--- src/rtl/serial_sub10_pkg.sv ---
// serial_sub_pkg: shared types and constants for the bit-serial subtractor.
// Contents: FSM state encoding, default operand width, counter width helper.
// No ports; imported by the interface, the datapath cell and the top.
package serial_sub_pkg;

  localparam int SUB_WIDTH = 10;

  typedef enum logic [1:0] {
    IDLE  = 2'd0,
    SHIFT = 2'd1,
    FIN   = 2'd2
  } state_t;

  // One extra bit beyond clog2 so the counter can represent WIDTH itself.
  function automatic int cnt_width(input int w);
    return $clog2(w) + 1;
  endfunction

endpackage

--- src/rtl/serial_sub10_if.sv ---
// serial_sub10_if: request/result bundle between a requester and serial_sub10.
// master: drives START, A, B; observes BUSY, DONE, DIFF, BOUT.
// slave : the subtractor side (directions reversed).
interface serial_sub10_if
  import serial_sub_pkg::*;
#(
  parameter int WIDTH = SUB_WIDTH
);

  logic             START;
  logic [WIDTH-1:0] A;
  logic [WIDTH-1:0] B;
  logic             BUSY;
  logic             DONE;
  logic [WIDTH-1:0] DIFF;
  logic             BOUT;

  modport master (
    output START, A, B,
    input  BUSY, DONE, DIFF, BOUT
  );

  modport slave (
    input  START, A, B,
    output BUSY, DONE, DIFF, BOUT
  );

endinterface

--- src/rtl/serial_sub10_fs_bit.sv ---
// fs_bit: combinational 1-bit full subtractor, d = a - b - bin.
// Ports: a, b, bin (borrow in) -> d (difference bit), bout (borrow out).
// Purely combinational; no clock or reset.
module fs_bit (
  input  logic a,
  input  logic b,
  input  logic bin,
  output logic d,
  output logic bout
);

  assign d    = a ^ b ^ bin;
  // Borrow when b exceeds a, or when they are equal and a borrow is pending.
  assign bout = (~a & b) | (~(a ^ b) & bin);

endmodule

--- src/rtl/serial_sub10.sv ---
// serial_sub10: bit-serial unsigned subtractor, DIFF = A - B mod 2^WIDTH, LSB first.
// Ports: CLK, RST (async active-high), bus (slave): START/A/B in, BUSY/DONE/DIFF/BOUT out.
// Timing: accept at edge k, BUSY cycles k+1..k+WIDTH, DONE pulse k+WIDTH+1; START ignored while BUSY.
module serial_sub10
  import serial_sub_pkg::*;
#(
  parameter int WIDTH = SUB_WIDTH
) (
  input  logic           CLK,
  input  logic           RST,
  serial_sub10_if.slave  bus
);

  localparam int CW = cnt_width(WIDTH);

  state_t           state;
  state_t           state_nxt;

  logic [WIDTH-1:0] a_sr;
  logic [WIDTH-1:0] b_sr;
  logic [WIDTH-1:0] res_sr;
  logic [CW-1:0]    cnt;
  logic             bor;

  logic [WIDTH-1:0] diff_q;
  logic             bout_q;

  logic             load;
  logic             step;
  logic             last;

  logic             d_bit;
  logic             bor_nxt;
  logic [WIDTH-1:0] res_nxt;

  // Single shared cell; the borrow loops through the bor flop.
  fs_bit u_fs (
    .a    (a_sr[0]),
    .b    (b_sr[0]),
    .bin  (bor),
    .d    (d_bit),
    .bout (bor_nxt)
  );

  assign res_nxt = {d_bit, res_sr[WIDTH-1:1]};
  assign last    = (cnt == CW'(WIDTH - 1));

  // ---------------- FSM ----------------
  always_ff @(posedge CLK or posedge RST) begin
    if (RST) begin
      state <= IDLE;
    end else begin
      state <= state_nxt;
    end
  end

  always_comb begin
    state_nxt = state;
    load      = 1'b0;
    step      = 1'b0;
    case (state)
      IDLE: begin
        if (bus.START) begin
          load      = 1'b1;
          state_nxt = SHIFT;
        end
      end
      SHIFT: begin
        step = 1'b1;
        if (last) begin
          state_nxt = FIN;
        end
      end
      FIN: begin
        // A request in the DONE cycle starts the next operation without an idle gap.
        if (bus.START) begin
          load      = 1'b1;
          state_nxt = SHIFT;
        end else begin
          state_nxt = IDLE;
        end
      end
      default: begin
        state_nxt = IDLE;
      end
    endcase
  end

  // ---------------- Datapath ----------------
  always_ff @(posedge CLK or posedge RST) begin
    if (RST) begin
      a_sr   <= '0;
      b_sr   <= '0;
      res_sr <= '0;
      cnt    <= '0;
      bor    <= 1'b0;
      diff_q <= '0;
      bout_q <= 1'b0;
    end else if (load) begin
      a_sr <= bus.A;
      b_sr <= bus.B;
      cnt  <= '0;
      bor  <= 1'b0;
    end else if (step) begin
      a_sr   <= a_sr >> 1;
      b_sr   <= b_sr >> 1;
      res_sr <= res_nxt;
      bor    <= bor_nxt;
      cnt    <= cnt + CW'(1);
      // Outputs only change on entry to FIN, so partial results never show.
      if (last) begin
        diff_q <= res_nxt;
        bout_q <= bor_nxt;
      end
    end
  end

  assign bus.BUSY = (state == SHIFT);
  assign bus.DONE = (state == FIN);
  assign bus.DIFF = diff_q;
  assign bus.BOUT = bout_q;

endmodule

--- src/flat_wrapper.sv ---
// flat-port wrapper written by rule: the top's interface ports become plain ports
module serial_sub10_flat import serial_sub_pkg::*;
#(
  parameter int WIDTH = SUB_WIDTH
)
  (CLK, RST, bus_START, bus_A, bus_B, bus_BUSY, bus_DONE, bus_DIFF, bus_BOUT);
  serial_sub10_if #(.WIDTH(WIDTH)) bus_i ();
  input  logic CLK;
  input  logic RST;
  input wire logic [$bits(bus_i.START)-1:0] bus_START;
  input wire logic [$bits(bus_i.A)-1:0] bus_A;
  input wire logic [$bits(bus_i.B)-1:0] bus_B;
  output wire logic [$bits(bus_i.BUSY)-1:0] bus_BUSY;
  output wire logic [$bits(bus_i.DONE)-1:0] bus_DONE;
  output wire logic [$bits(bus_i.DIFF)-1:0] bus_DIFF;
  output wire logic [$bits(bus_i.BOUT)-1:0] bus_BOUT;
  assign bus_i.START = bus_START;
  assign bus_i.A = bus_A;
  assign bus_i.B = bus_B;
  assign bus_BUSY = bus_i.BUSY;
  assign bus_DONE = bus_i.DONE;
  assign bus_DIFF = bus_i.DIFF;
  assign bus_BOUT = bus_i.BOUT;
  serial_sub10 #(.WIDTH(WIDTH)) u_core (.CLK(CLK), .RST(RST), .bus(bus_i));
endmodule
--- config.mk ---
export PLATFORM = sky130hd
export DESIGN_NAME = serial_sub10_flat
export DESIGN_NICKNAME = d
export VERILOG_FILES = /design/src/rtl/serial_sub10_pkg.sv /design/src/rtl/serial_sub10_if.sv /design/src/rtl/serial_sub10_fs_bit.sv /design/src/rtl/serial_sub10.sv /design/src/flat_wrapper.sv
export SDC_FILE = /design/constraint.sdc
export NUM_CORES = 1
export LEC_CHECK = 0
export BUFFER_PORTS_ARGS = -buffer_cell sky130_fd_sc_hd__buf_2
export CAP_MARGIN = 20
export CELL_PAD_IN_SITES_DETAIL_PLACEMENT = 1
export CELL_PAD_IN_SITES_GLOBAL_PLACEMENT = 2
export CORE_MARGIN = 2
export CORE_UTILIZATION = 31
export CTS_CLUSTER_DIAMETER = 80
export DETAILED_ROUTE_END_ITERATION = 8
export GPL_TIMING_DRIVEN = 1
export PLACE_DENSITY = 0.84
export SYNTH_ARGS = -nofsm -noshare
export SYNTH_HDL_FRONTEND = slang
export SYNTH_SLANG_ARGS = --single-unit
--- constraint.sdc ---
create_clock -name CLK -period 1.4 [get_ports CLK]
set_input_delay 0.14 -clock CLK [delete_from_list [all_inputs] [get_ports CLK]]
set_output_delay 0.14 -clock CLK [all_outputs]
set_load 0.005 [all_outputs]
* Word level (Yosys, flattened, before mapping) *
Index checks and enable logic that the tools add are counted.

word-level totals
  logic and storage cells = 43
  input bits = 23
  bits in registers = 49
  output and inout port bits = 13

operators by class
  equality and inequality tests = 5
  bitwise operators = 8
  multiplexer cells = 15
  $add $sub $neg = 1
  reduce and logical (&&, ||, !) cells = 6

operator list
  kind                 number
  $mux 10              4
  $mux 5               2
  $mux 1               6
  $pmux 2 s3           1
  $add 5x1->5 const B  1
  $eq 5x4->1 const B   1
  $mux 2               2
  $reduce_and 2->1     2
  $not 1->1            3
  $reduce_and 3->1     1
  $and 1x1->1          2
  $eq 2x1->1 const B   1
  $eq 2x2->1 const B   1
  $logic_not 2->1      1
  $ne 2x1->1 const B   1
  $ne 2x2->1 const B   1
  $reduce_bool 2->1    1
  $reduce_or 2->1      1
  $xor 1x1->1          2
  $or 1x1->1           1

* Logic depth before layout (Yosys ltp) *
Gate-level depths: netlist of the first run.

  word-level depth = 6
  mapped depth = 6
  mapped depth without buffers = 5

* Hierarchy *
Synthesis of the first run repeated with hierarchy kept, for this count alone.

second synthesis, totals
  cells, all modules = 189
  area total of the unflattened synthesis = 2062.0 sq um

by module, submodules not included
  module        times used  cells each  sequential area each (sq um)  area an instance (sq um)
  serial_sub10  1           185         1201.2                        2030.7
  fs_bit        1           4           0.0                           31.3

* Worst setup path after synthesis of the first run *
OpenSTA, ideal clock, no wires.

  path type = register to register
  start point = register u_core.cnt[0]
  end point = register u_core.diff_q[1], in the netlist u_core.bus.DIFF[1]
  arrival = 1.313 ns
  library setup time = 0.125 ns
  clock period less this slack = 1.438 ns
  slack = -0.038 ns
  required time = 1.275 ns
  buffers on the path = 1
  stages on the path, launching flop included = 6
  cells stage by stage = dfrtp_1 -> ha_1 -> and4bb_4 -> nand2_2 -> buf_6 -> mux2_4

between the ends
  cells in the longest elaborated chain, start to end = 2

ends and longest elaborated chain
  item                               RTL line             RTL
  start: declaration                 serial_sub10.sv:22   logic [CW-1:0] cnt;
  start signal: assignment           serial_sub10.sv:109  cnt <= cnt + CW'(1);
  $eq 5x4->1                         serial_sub10.sv:46   assign last = (cnt == CW'(WIDTH - 1));
  $reduce_and 3->1 (no source line)  n/a
  end signal: assignment             serial_sub10.sv:112  diff_q <= res_nxt;
  end: declaration                   serial_sub10.sv:25   logic [WIDTH-1:0] diff_q;

Every way passes these cells.
A chain may end at the register's enable or synchronous reset.

* Worst setup path after layout of the first run *
  start point = register u_core.cnt[1]
  end point = register u_core.diff_q[6], in the netlist u_core.bus.DIFF[6]

The elaborated chain is that of the path after synthesis.

==> results of run 1 <==
Yosys cell counts, types with 2 or more instances:
| cell type | number |
|---|---|
| inv_1 | 5 |
| mux2_4 | 9 |
| nor2b_1 | 2 |
| nand2_1 | 45 |
| buf_2 | 9 |
| nand2b_1 | 2 |
| ha_1 | 2 |
| a31oi_1 | 3 |
| nand4_1 | 2 |
| o22ai_1 | 8 |
| nand3_1 | 9 |
| dfrtp_1 | 48 |
| o21ai_0 | 2 |
| o2bb2ai_1 | 2 |
| a22oi_1 | 8 |
| a21oi_1 | 4 |
| nor3_1 | 7 |
| mux2i_1 | 2 |
| nor2_1 | 11 |
| buf_1 | 2 |
state kept, by name, summed over array words and instances, names as in the netlist:
signal / cells
u_core.bus.BOUT: 1
u_core.b_sr: 10
u_core.bor: 1
u_core.state: 2
u_core.a_sr: 10
u_core.res_sr: 9
u_core.cnt: 5
u_core.bus.DIFF: 10
power by group through the flow:
| stage | Clock (mW) | Combinational (mW) | Sequential [mW] |
|---|---|---|---|
| floorplan | 0 | 1.43 | 2.32 |
| global placement | 0 | 2.13 | 2.36 |
| detailed placement | 0 | 2.22 | 2.38 |
| CTS | 1.12 | 2.29 | 2.37 |
| global route | 1.20 | 2.63 | 2.45 |
| finish | 1.10 | 2.37 | 2.37 |
final timing paths:
| path | to | start | slack [ns] |
|---|---|---|---|
| min in group asynchronous | u_core.bus.DIFF[0]$_DFFE_PP0P_ | RST | 0.34 |
| max in group asynchronous | u_core.res_sr[9]$_DFFE_PP0P_ | RST | 0.60 |
| min reg2reg | u_core.res_sr[1]$_DFFE_PP0P_ | u_core.res_sr[1]$_DFFE_PP0P_ | 0.48 |
| max | u_core.bus.DIFF[6]$_DFFE_PP0P_ | u_core.cnt[1]$_DFFE_PP0P_ | -0.07 |
| min | u_core.a_sr[4]$_DFFE_PP0P_ | bus_A[4] | 0.05 |
| max reg2reg | u_core.bus.DIFF[6]$_DFFE_PP0P_ | u_core.cnt[1]$_DFFE_PP0P_ | -0.07 |
logic make-up after synthesis:
family | Yosys count | synth area share, %
and+or+nand+nor | 81 | 17.45
AOI/OAI and AO/OA | 27 | 8.603
xor gates and xnor gates | 1 | 0.4272
DFF | 48 | 58.57
muxes | 12 | 8.115
buffers and inverters | 19 | 4.637
adders and majority gates | 3 | 2.196
final cells by class:
class                      instances  area (um^2)
fill                             729         3770
timing repair buffer              54        377.9
multi-input combinational        125        787.0
clock inverter                     1        30.03
clock buffer                       7        96.34
tap                               77        96.34
sequential                        48         1201
inverter                           6        27.53
metrics by stage:
step                      worst slack [ns]  cells  utilization, %   TNS (ns)  hold WS, ns
after floorplan                   -0.02397    191               -    -0.2157       0.2681
after detailed placement          -0.05835    304           37.81    -0.4630       0.1220
after global routing               -0.1060    318           40.97     -1.015      0.04707
after global placement           -0.002912    304           37.81  -0.002912       0.1242
after CTS                         -0.03956    313           40.32    -0.3569      0.03449
final                             -0.06643    318           40.97    -0.5743      0.04635
worst min-delay path: stages:
cell     delay (ns)
buf_2          0.07
a22oi_1        0.05
nand2_1        0.05
cells in the final DEF, fill, tap and decap left out, types with 2 or more instances in the layout:
cell	count
a21oi_1	4
a22oi_1	8
a31oi_1	3
buf_12	4
buf_2	35
buf_4	13
clkbuf_8	7
dfrtp_1	48
ha_1	2
inv_1	4
mux2_4	9
mux2i_1	2
nand2_1	45
nand3_1	9
nand4_1	2
nor2_1	11
nor2b_1	2
nor3_1	7
o21ai_0	2
o22ai_1	8
o2bb2ai_1	2
repair_timing:
item / in CTS / in global routing
buffers inserted: 0 / 4
resized for setup: 5 / 0
hold endpoints to repair: 13 / 0
pin swaps: 0 / 1
gates cloned: 0 / 1
hold buffers: 1 / 0
endpoints found under the setup margin: 11 / 12
routing by layer:
metal  share of wire, %  wire length (um)  up-vias
met2                 49              2385       28
met1                 47              2307      797
li1                   -                 -      746
met4                1.7                83        0
met3                2.8               137        7
met5                  0                 0        -
==> results.cfg, run 1 <==
[worst_setup_path]
worstSetupPathType = reg -> reg
cp.required_ns = 1.59
critPathArrivalTime_ns = 1.66
cp_slowest_cell = dfrtp_1
cpLargestDelayFamily = simple AND/OR/NAND/NOR gates
path_cells = inv_1, ha_1, and4bb_4, nand2_4, mux2_4
path_max_fanout = 5
reg2reg_depth = 5
end_kind = flip-flop
start_kind = flip-flop
cp_slowest_stage_delay_ns = 0.40
cp.depth = 5
critPathBufInv = 1

[die]
die_w_um = 85.34
num_io_pins = 36
initial_core_util_pct = 32.11
rows = 29
fp.dieH_um = 85.34
fp.dieArea_um2 = 7282
coreArea_um2 = 6386

[cts]
cts_buffers = 5
cts_root_buf = clkbuf_8
clkSinkCount = 48
clk_latency_ns = 0.30
clk_transition_reported_paths_ns = 0.09
h-tree-depth = 2
max-clock-path-buffers = 2
cts_tree = yes

[power_and_ir_drop]
power_mw = 5.837
seqPwrFrac_pct = 40.7
pwr-share-clk_pct = 18.8
internal_power_mw = 3.772
ir_worst_vdd_uv = 618.9
p_per_area_nw_per_um2 = 2231
p_sw_share_pct = 35.38
p_comb_share_pct = 40.5
p_leak_nw = 1.327
p_sw_mw = 2.065

[synthesis]
syn-num-nets = 217
ys_ff_latch = 48
seq_area_frac_synth_pct = 58.57
netlist_top_cells_area = dfrtp_1, nand2_1, mux2_4
synth_edf_count = 0
synth_top_cell_area_share_pct = 58.57
synth_top_area_cell = dfrtp_1
synth_ff_type = dfrtp_1
synth.distinct_cells = 29
yosysWarnings = 0
syn_area_per_cell_um2 = 10.74
synth_async_sr_flop_share_pct = 100.0
synth_area_um2 = 2051
synthCells = 191

[grt]
grt_max_degree = 27
antenna_found_initial = 0
grt_pass1_vias = 1594
busiest_layer = met2
met2_usage_pct = 21.52
use_met3_pct = 2.918
grt_util_met1_pct = 19.09
grt_pass1_wl_um = 7866
overflow = 0
grt.total_usage_pct = 13.92

[sta]
worst_slew_pin_slew_ns = 0.3398
layout_min_cycle_time_ns = 1.466
finalSetupViolations = 10
max_freq_mhz = 681.9
slew_headroom_pct = 77.31
finClkSkew_ns = 0.004758
finalHoldViolCount = 0
worst_slack_ns = -0.06643
rsz0062_at_grt = yes
report.final.slew_viol_count = 0
finalCritPeriodShare_pct = 104.7

[outcome]
status = finished with violations
violations = setup timing

[detailed_routing]
vias = 1578
drtIter0Drc = 40
drtAntennaViolNets = 0
drt-pass1-iter-count = 4
drc_errors = 0
viasPerCell = 4.962
totalWireLength_um = 4913
wl_per_cell_um = 15.45

[hold_path]
min_path_cells = 3
hold_class = in -> reg

[flow_run]
maxCapViolations = 0

[place]
place_area_um2 = 2415
gp_congestion = 0.7500
dpl.hpwl_um = 3265
io_buffers = 35

[cells_and_area]
drive_above_1_share_pct = 31.95
syn_to_final_growth_pct = 27.58
n_antenna_cell = 0
design_area_um2 = 2616
fin_nets = 266
Note: power is estimated with default switching activity, not from simulation.
==> inputs of run 2 (changes only) <==
--- a/config.mk
+++ b/config.mk
@@ -10,11 +10,12 @@
 export CELL_PAD_IN_SITES_DETAIL_PLACEMENT = 1
 export CELL_PAD_IN_SITES_GLOBAL_PLACEMENT = 2
 export CORE_MARGIN = 2
-export CORE_UTILIZATION = 31
+export CORE_UTILIZATION = 33
+export CTS_BUF_LIST = sky130_fd_sc_hd__clkbuf_8
 export CTS_CLUSTER_DIAMETER = 80
 export DETAILED_ROUTE_END_ITERATION = 8
 export GPL_TIMING_DRIVEN = 1
-export PLACE_DENSITY = 0.84
+export PLACE_DENSITY = 0.88
 export SYNTH_ARGS = -nofsm -noshare
 export SYNTH_HDL_FRONTEND = slang
 export SYNTH_SLANG_ARGS = --single-unit
==> constraint.sdc (replaced) <==
create_clock -name CLK -period 1.3 [get_ports CLK]
set_input_delay 0.13 -clock CLK [delete_from_list [all_inputs] [get_ports CLK]]
set_output_delay 0.13 -clock CLK [all_outputs]
set_load 0.005 [all_outputs]
==> results.cfg, run 2 (same netlist as run 1, synthesis figures left out) <==
[outcome]
violations = setup timing
status = finished with violations

[detailed_routing]
drtAntennaViolNets = 0
viasPerCell = 5.019
met3_length_um = 179
met2WireLength_um = 2627
wl_per_cell_um = 16.91
vias = 1601
totalWireLength_um = 5394
drtIter0Drc = 81
top_layer = met4
drt-pass1-iter-count = 4
met1Wirelength_um = 2454
drc_errors = 0

[cells_and_area]
drive_above_1_share_pct = 35.25
nFillCells = 678
mostFrequentLayoutCells = dfrtp_1, nand2_1, buf_2
fin_nets = 269
n_antenna_cell = 0
final_util_pct = 45.40
syn_to_final_growth_pct = 31.85
layout_commonest_cell = dfrtp_1
design_area_um2 = 2704

[cts]
cts_buffers = 5
clk_latency_ns = 0.31
clk_transition_reported_paths_ns = 0.10
max-clock-path-buffers = 2
cts_tree = yes
h-tree-depth = 2
cts_root_buf = clkbuf_8
clkSinkCount = 48

[sta]
holdWs_ns = 0.03374
finalCritPeriodShare_pct = 112.5
rsz0062_at_grt = yes
worst_slew_pin_slew_ns = 0.4406
layout_min_cycle_time_ns = 1.463
finalHoldViolCount = 0
slew_headroom_pct = 70.58
report.final.slew_viol_count = 0
max_freq_mhz = 683.7
worst_slack_ns = -0.1626
finalSetupViolations = 11
finClkSkew_ns = 0.01412

[die]
rows = 28
die_w_um = 82.83
coreArea_um2 = 5956
fp.dieArea_um2 = 6861
fp.dieH_um = 82.83
num_io_pins = 36
initial_core_util_pct = 34.43

[worst_setup_path]
critPathArrivalTime_ns = 1.66
worstSetupStartpoint = u_core.cnt[1]$_DFFE_PP0P_
start_kind = flip-flop
reg2reg_depth = 5
cp_slowest_stage_delay_ns = 0.39
worstReg2RegStart = u_core.cnt[1]$_DFFE_PP0P_
endpoint = u_core.bus.DIFF[5]$_DFFE_PP0P_
reg2reg_slack_ns = -0.16
critPathBufInv = 1
end_kind = flip-flop
path_max_fanout = 6
cp_slowest_cell = dfrtp_1
worstSetupPathType = reg -> reg
cpLargestDelayFamily = simple AND/OR/NAND/NOR gates
cp.required_ns = 1.49
cp.depth = 5
path_cells = inv_1, ha_1, and4bb_4, nand2_8, mux2_4
rr_endpoint = u_core.bus.DIFF[5]$_DFFE_PP0P_

[power_and_ir_drop]
p_leak_nw = 1.360
ir_worst_vdd_uv = 979.9
p_per_area_nw_per_um2 = 2419

[grt]
grt_max_degree = 27
overflow = 0
grt.total_usage_pct = 16.67
grt_pass1_vias = 1752
antenna_found_initial = 0
grt_pass1_wl_um = 9018

[place]
io_buffers = 35
dpl.hpwl_um = 3423
gp_congestion = 0.7299
place_area_um2 = 2435
post-place-ws_ns = -0.1566

[flow_run]
maxCapViolations = 0

[hold_path]
hold_class = in -> reg
[run 2: cell types whose count changed in the layout (fill, tap and decap cells not counted), sizes merged]
| cell | before | now |
|---|---|---|
| clkinv | 1 | 2 |
| clkbuf | 7 | 6 |
| buf | 53 | 56 |
[run 2: how the worst min path moves through the flow]
stage / startpoint / end / slack [ns] / cells past startpoint
floorplan: bus_A[0] / u_core.a_sr[0]$_DFFE_PP0P_ / 0.26 / 2
global placement: RST / u_core.bus.DIFF[7]$_DFFE_PP0P_ / 0.16 / 2
detailed placement: RST / u_core.bus.DIFF[7]$_DFFE_PP0P_ / 0.16 / 2
CTS: bus_A[7] / u_core.a_sr[7]$_DFFE_PP0P_ / 0.03 / 3
global route: bus_A[3] / u_core.a_sr[3]$_DFFE_PP0P_ / 0.05 / 3
finish: bus_A[7] / u_core.a_sr[7]$_DFFE_PP0P_ / 0.03 / 3
[run 2: report_power, final]
part,switching (mW),internal [mW]
registers,0.434,2.15
logic,1.47,1.35
clock network,0.512,0.629
[run 2: cell type report]
type / count / area, um^2 / area share (%)
inverters: 6 / 27.53 / 1.018
multi-input cells: 125 / 838.3 / 31.00
clock inverters: 2 / 38.79 / 1.435
flip-flops and latches: 48 / 1201 / 44.42
repair buffers: 57 / 421.7 / 15.59
well taps: 75 / 93.84 / 3.471
clock buffers: 6 / 82.58 / 3.054
[run 2: timing repair]
item                       4_1_cts  5_1_grt
cloned                           1        0
resized for setup                7       12
setup endpoints to repair       17       42
pin swaps                        3        3
hold endpoints to repair        16        0
buffers inserted                 5        1
hold buffers                     1        0
[run 2: metrics by stage]
step	power, mW	cells	TNS (ns)
finish	6.540	319	-1.567
global placement	4.841	305	-0.7331
global route	7.030	319	-2.185
CTS	6.416	320	-1.123
floorplan	4.043	191	-1.116
detailed placement	5.023	305	-1.308
[run 2: layer usage]
layer / vias up / track usage (%)
li1: 749 / -
met1: 814 / 21.86
met2: 29 / 26.39
met3: 9 / 3.181
met4: 0 / 8.346
met5: - / 0
[run 2: tightest hold or removal path, cell delays in order]
cell     delay [ns]
buf_2          0.08
a22oi_1        0.05
nand2_1        0.05
==> inputs of run 3 (changes only) <==
--- a/config.mk
+++ b/config.mk
@@ -5,12 +5,13 @@
 export SDC_FILE = /design/constraint.sdc
 export NUM_CORES = 1
 export LEC_CHECK = 0
+export ABC_AREA = 1
 export BUFFER_PORTS_ARGS = -buffer_cell sky130_fd_sc_hd__buf_2
 export CAP_MARGIN = 20
 export CELL_PAD_IN_SITES_DETAIL_PLACEMENT = 1
 export CELL_PAD_IN_SITES_GLOBAL_PLACEMENT = 2
 export CORE_MARGIN = 2
-export CORE_UTILIZATION = 33
+export CORE_UTILIZATION = 31
 export CTS_BUF_LIST = sky130_fd_sc_hd__clkbuf_8
 export CTS_CLUSTER_DIAMETER = 80
 export DETAILED_ROUTE_END_ITERATION = 8
==> results.cfg, run 3 <==
[detailed_routing]
drc_errors = 0
drtAntennaViolNets = 0
viasPerCell = 4.614
vias = 1795
drt-pass1-iter-count = 4
wl_per_cell_um = 13.70
drtIter0Drc = 64
totalWireLength_um = 5331

[sta]
slew_headroom_pct = 81.19
finalSetupViolations = 0
layout_min_cycle_time_ns = 1.282
worst_slew_pin_slew_ns = 0.2811
finalCritPeriodShare_pct = 98.58
worst_slack_ns = 0.01848
finalHoldViolCount = 0
finClkSkew_ns = 0.007920
rsz0062_at_grt = yes
max_freq_mhz = 780.3
report.final.slew_viol_count = 0

[grt]
overflow = 0
antenna_found_initial = 0
grt_pass1_vias = 1866
grt_max_degree = 49
grt.total_usage_pct = 13.74
grt_pass1_wl_um = 8286

[place]
io_buffers = 35
place_area_um2 = 2516
dpl.hpwl_um = 3239
place_inst = 369
gp_congestion = 0.7410
post-place-ws_ns = 0.04817

[cts]
clk_transition_reported_paths_ns = 0.09
max-clock-path-buffers = 2
clkSinkCount = 48
clk_latency_ns = 0.31
h-tree-depth = 2
cts_root_buf = clkbuf_8
cts_buffers = 5
cts_tree = yes

[cells_and_area]
mostFrequentLayoutCells = nand2_1, dfrtp_1, inv_1
layout_commonest_cell = nand2_1
syn_to_final_growth_pct = 31.87
fin_nets = 334
drive_above_1_share_pct = 31.72
stdcell_count = 389
design_area_um2 = 2848
n_antenna_cell = 0
nFillCells = 816

[die]
die_w_um = 87.47
initial_core_util_pct = 31.96
coreArea_um2 = 6756
rows = 30
fp.dieArea_um2 = 7650
num_io_pins = 36
fp.dieH_um = 87.47

[worst_setup_path]
path_max_fanout = 5
cp_slowest_stage_delay_ns = 0.40
rr_endpoint = u_core.bus.DIFF[5]$_DFFE_PP0P_
path_cells = inv_2, ha_4, nand2_2, inv_2, nand3_4, buf_12, nand2_2, o21ai_4
cp.depth = 8
cp.required_ns = 1.51
reg2reg_slack_ns = 0.02
worstSetupPathType = reg -> reg
critPathBufInv = 3
worstReg2RegStart = u_core.cnt[1]$_DFFE_PP0P_
start_kind = flip-flop
reg2reg_depth = 8
cp_slowest_cell = dfrtp_1
endpoint = u_core.bus.DIFF[5]$_DFFE_PP0P_
critPathArrivalTime_ns = 1.49
end_kind = flip-flop
cpLargestDelayFamily = flip-flops
worstSetupStartpoint = u_core.cnt[1]$_DFFE_PP0P_

[synthesis]
synth.distinct_cells = 22
ys_ff_latch = 48
syn_area_per_cell_um2 = 8.604
synth_area_um2 = 2160
synth_edf_count = 0
synth_ff_type = dfrtp_1
netlist_top_cells_area = dfrtp_1, nand2_1, inv_1
synthCells = 251
synth_most_common_cell = nand2_1
syn-num-nets = 277
synth_top_area_cell = dfrtp_1
synth_common_cells = nand2_1, dfrtp_1, inv_1
synth_async_sr_flop_share_pct = 100.0
seq_area_frac_synth_pct = 55.62
synth_top_cell_area_share_pct = 55.62
yosysWarnings = 0

[power_and_ir_drop]
internal_power_mw = 4.164
ir_worst_vdd_uv = 861.4
pwr-share-clk_pct = 16.2
p_sw_mw = 2.619
p_per_area_nw_per_um2 = 2382
p_comb_share_pct = 46.4
power_mw = 6.783
p_sw_share_pct = 38.61
seqPwrFrac_pct = 37.5
p_leak_nw = 1.486

[flow_run]
maxCapViolations = 0

[outcome]
status = complete, no violations

[hold_path]
hold_class = in -> reg
min_path_cells = 3
-- run 3: changes by cell type in the layout (fill, tap and decap cells not counted), moves of 4 or more --
cell	previous run	this run
a22oi_1	8	0
o21ai_0	2	11
nand2_2	0	11
inv_1	4	35
nor3_1	7	1
mux2_4	9	0
o22ai_1	6	2
inv_2	1	5
nand2_1	45	69
o21ai_1	0	12
nand3_1	9	20
o21ai_2	0	9
-- run 3: power by group through the flow --
| stage | combinational [mW] | clock, mW | sequential, mW |
|---|---|---|---|
| 6_report | 3.14 | 1.10 | 2.54 |
| 5_1_grt | 3.56 | 1.18 | 2.62 |
| 4_1_cts | 2.67 | 1.12 | 2.50 |
| 3_5_place_dp | 2.58 | 0 | 2.54 |
| 3_3_place_gp | 2.47 | 0 | 2.51 |
| 2_1_floorplan | 1.70 | 0 | 2.49 |
-- run 3: timing repair --
item	CTS	global route
hold buffers	1	0
cloned	0	3
resized for setup	2	19
setup endpoints to repair	1	23
pin swaps	0	2
hold endpoints to repair	48	0
setup buffers	1	7
-- run 3: per-layer routing --
metal	share of wire [%]	track usage, %
met1	44	16.77
met2	51	24.31
met3	3.4	2.749
met4	1.6	4.196
met5	0	0
-- run 3: metrics by stage --
stage          TNS (ns)  hold WS, ns  utilization (%)
6_report              0      0.03279            42.15
4_1_cts               0      0.02884            39.26
2_1_floorplan         0       0.2566                -
3_5_place_dp          0       0.1916            37.24
5_1_grt         -0.5762      0.03303            42.15
3_3_place_gp          0       0.1919            37.24
-- run 3: cell type report --
type	count	area (um^2)	share of cell area [%]
Clock buffer	5	68.82	2.417
Tap cell	80	100.1	3.515
Sequential cell	48	1201	42.18
Timing Repair Buffer	60	485.5	17.05
Multi-Input combinational cell	152	795.8	27.94
Clock inverter	3	42.54	1.494
Inverter	41	153.9	5.404
-- run 3: worst min-delay path, cell delays in order --
cell and delay (ns):
buf_2 0.07, nand2_1 0.04, o21ai_1 0.06
-- run 3: worst min-delay path by stage --
| stage | startpoint | endpoint | slack [ns] |
|---|---|---|---|
| 3_5_place_dp | RST | u_core.bus.DIFF[7]$_DFFE_PP0P_ | 0.19 |
| 3_3_place_gp | RST | u_core.res_sr[7]$_DFFE_PP0P_ | 0.19 |
| 4_1_cts | bus_A[4] | u_core.a_sr[4]$_DFFE_PP0P_ | 0.03 |
| 6_report | bus_B[9] | u_core.b_sr[9]$_DFFE_PP0P_ | 0.03 |
| 2_1_floorplan | bus_A[9] | u_core.a_sr[9]$_DFFE_PP0P_ | 0.26 |
| 5_1_grt | bus_A[7] | u_core.a_sr[7]$_DFFE_PP0P_ | 0.03 |
-- run 3: cell families after synthesis --
logic type                 after synthesis  share of synthesized area (%)
AOI/OAI and AO/OA                       37                          10.43
adders and majority gates                3                          2.086
and+or+nand+nor                        112                          21.67
DFF                                     48                          55.62
buffers and inverters                   51                          10.20
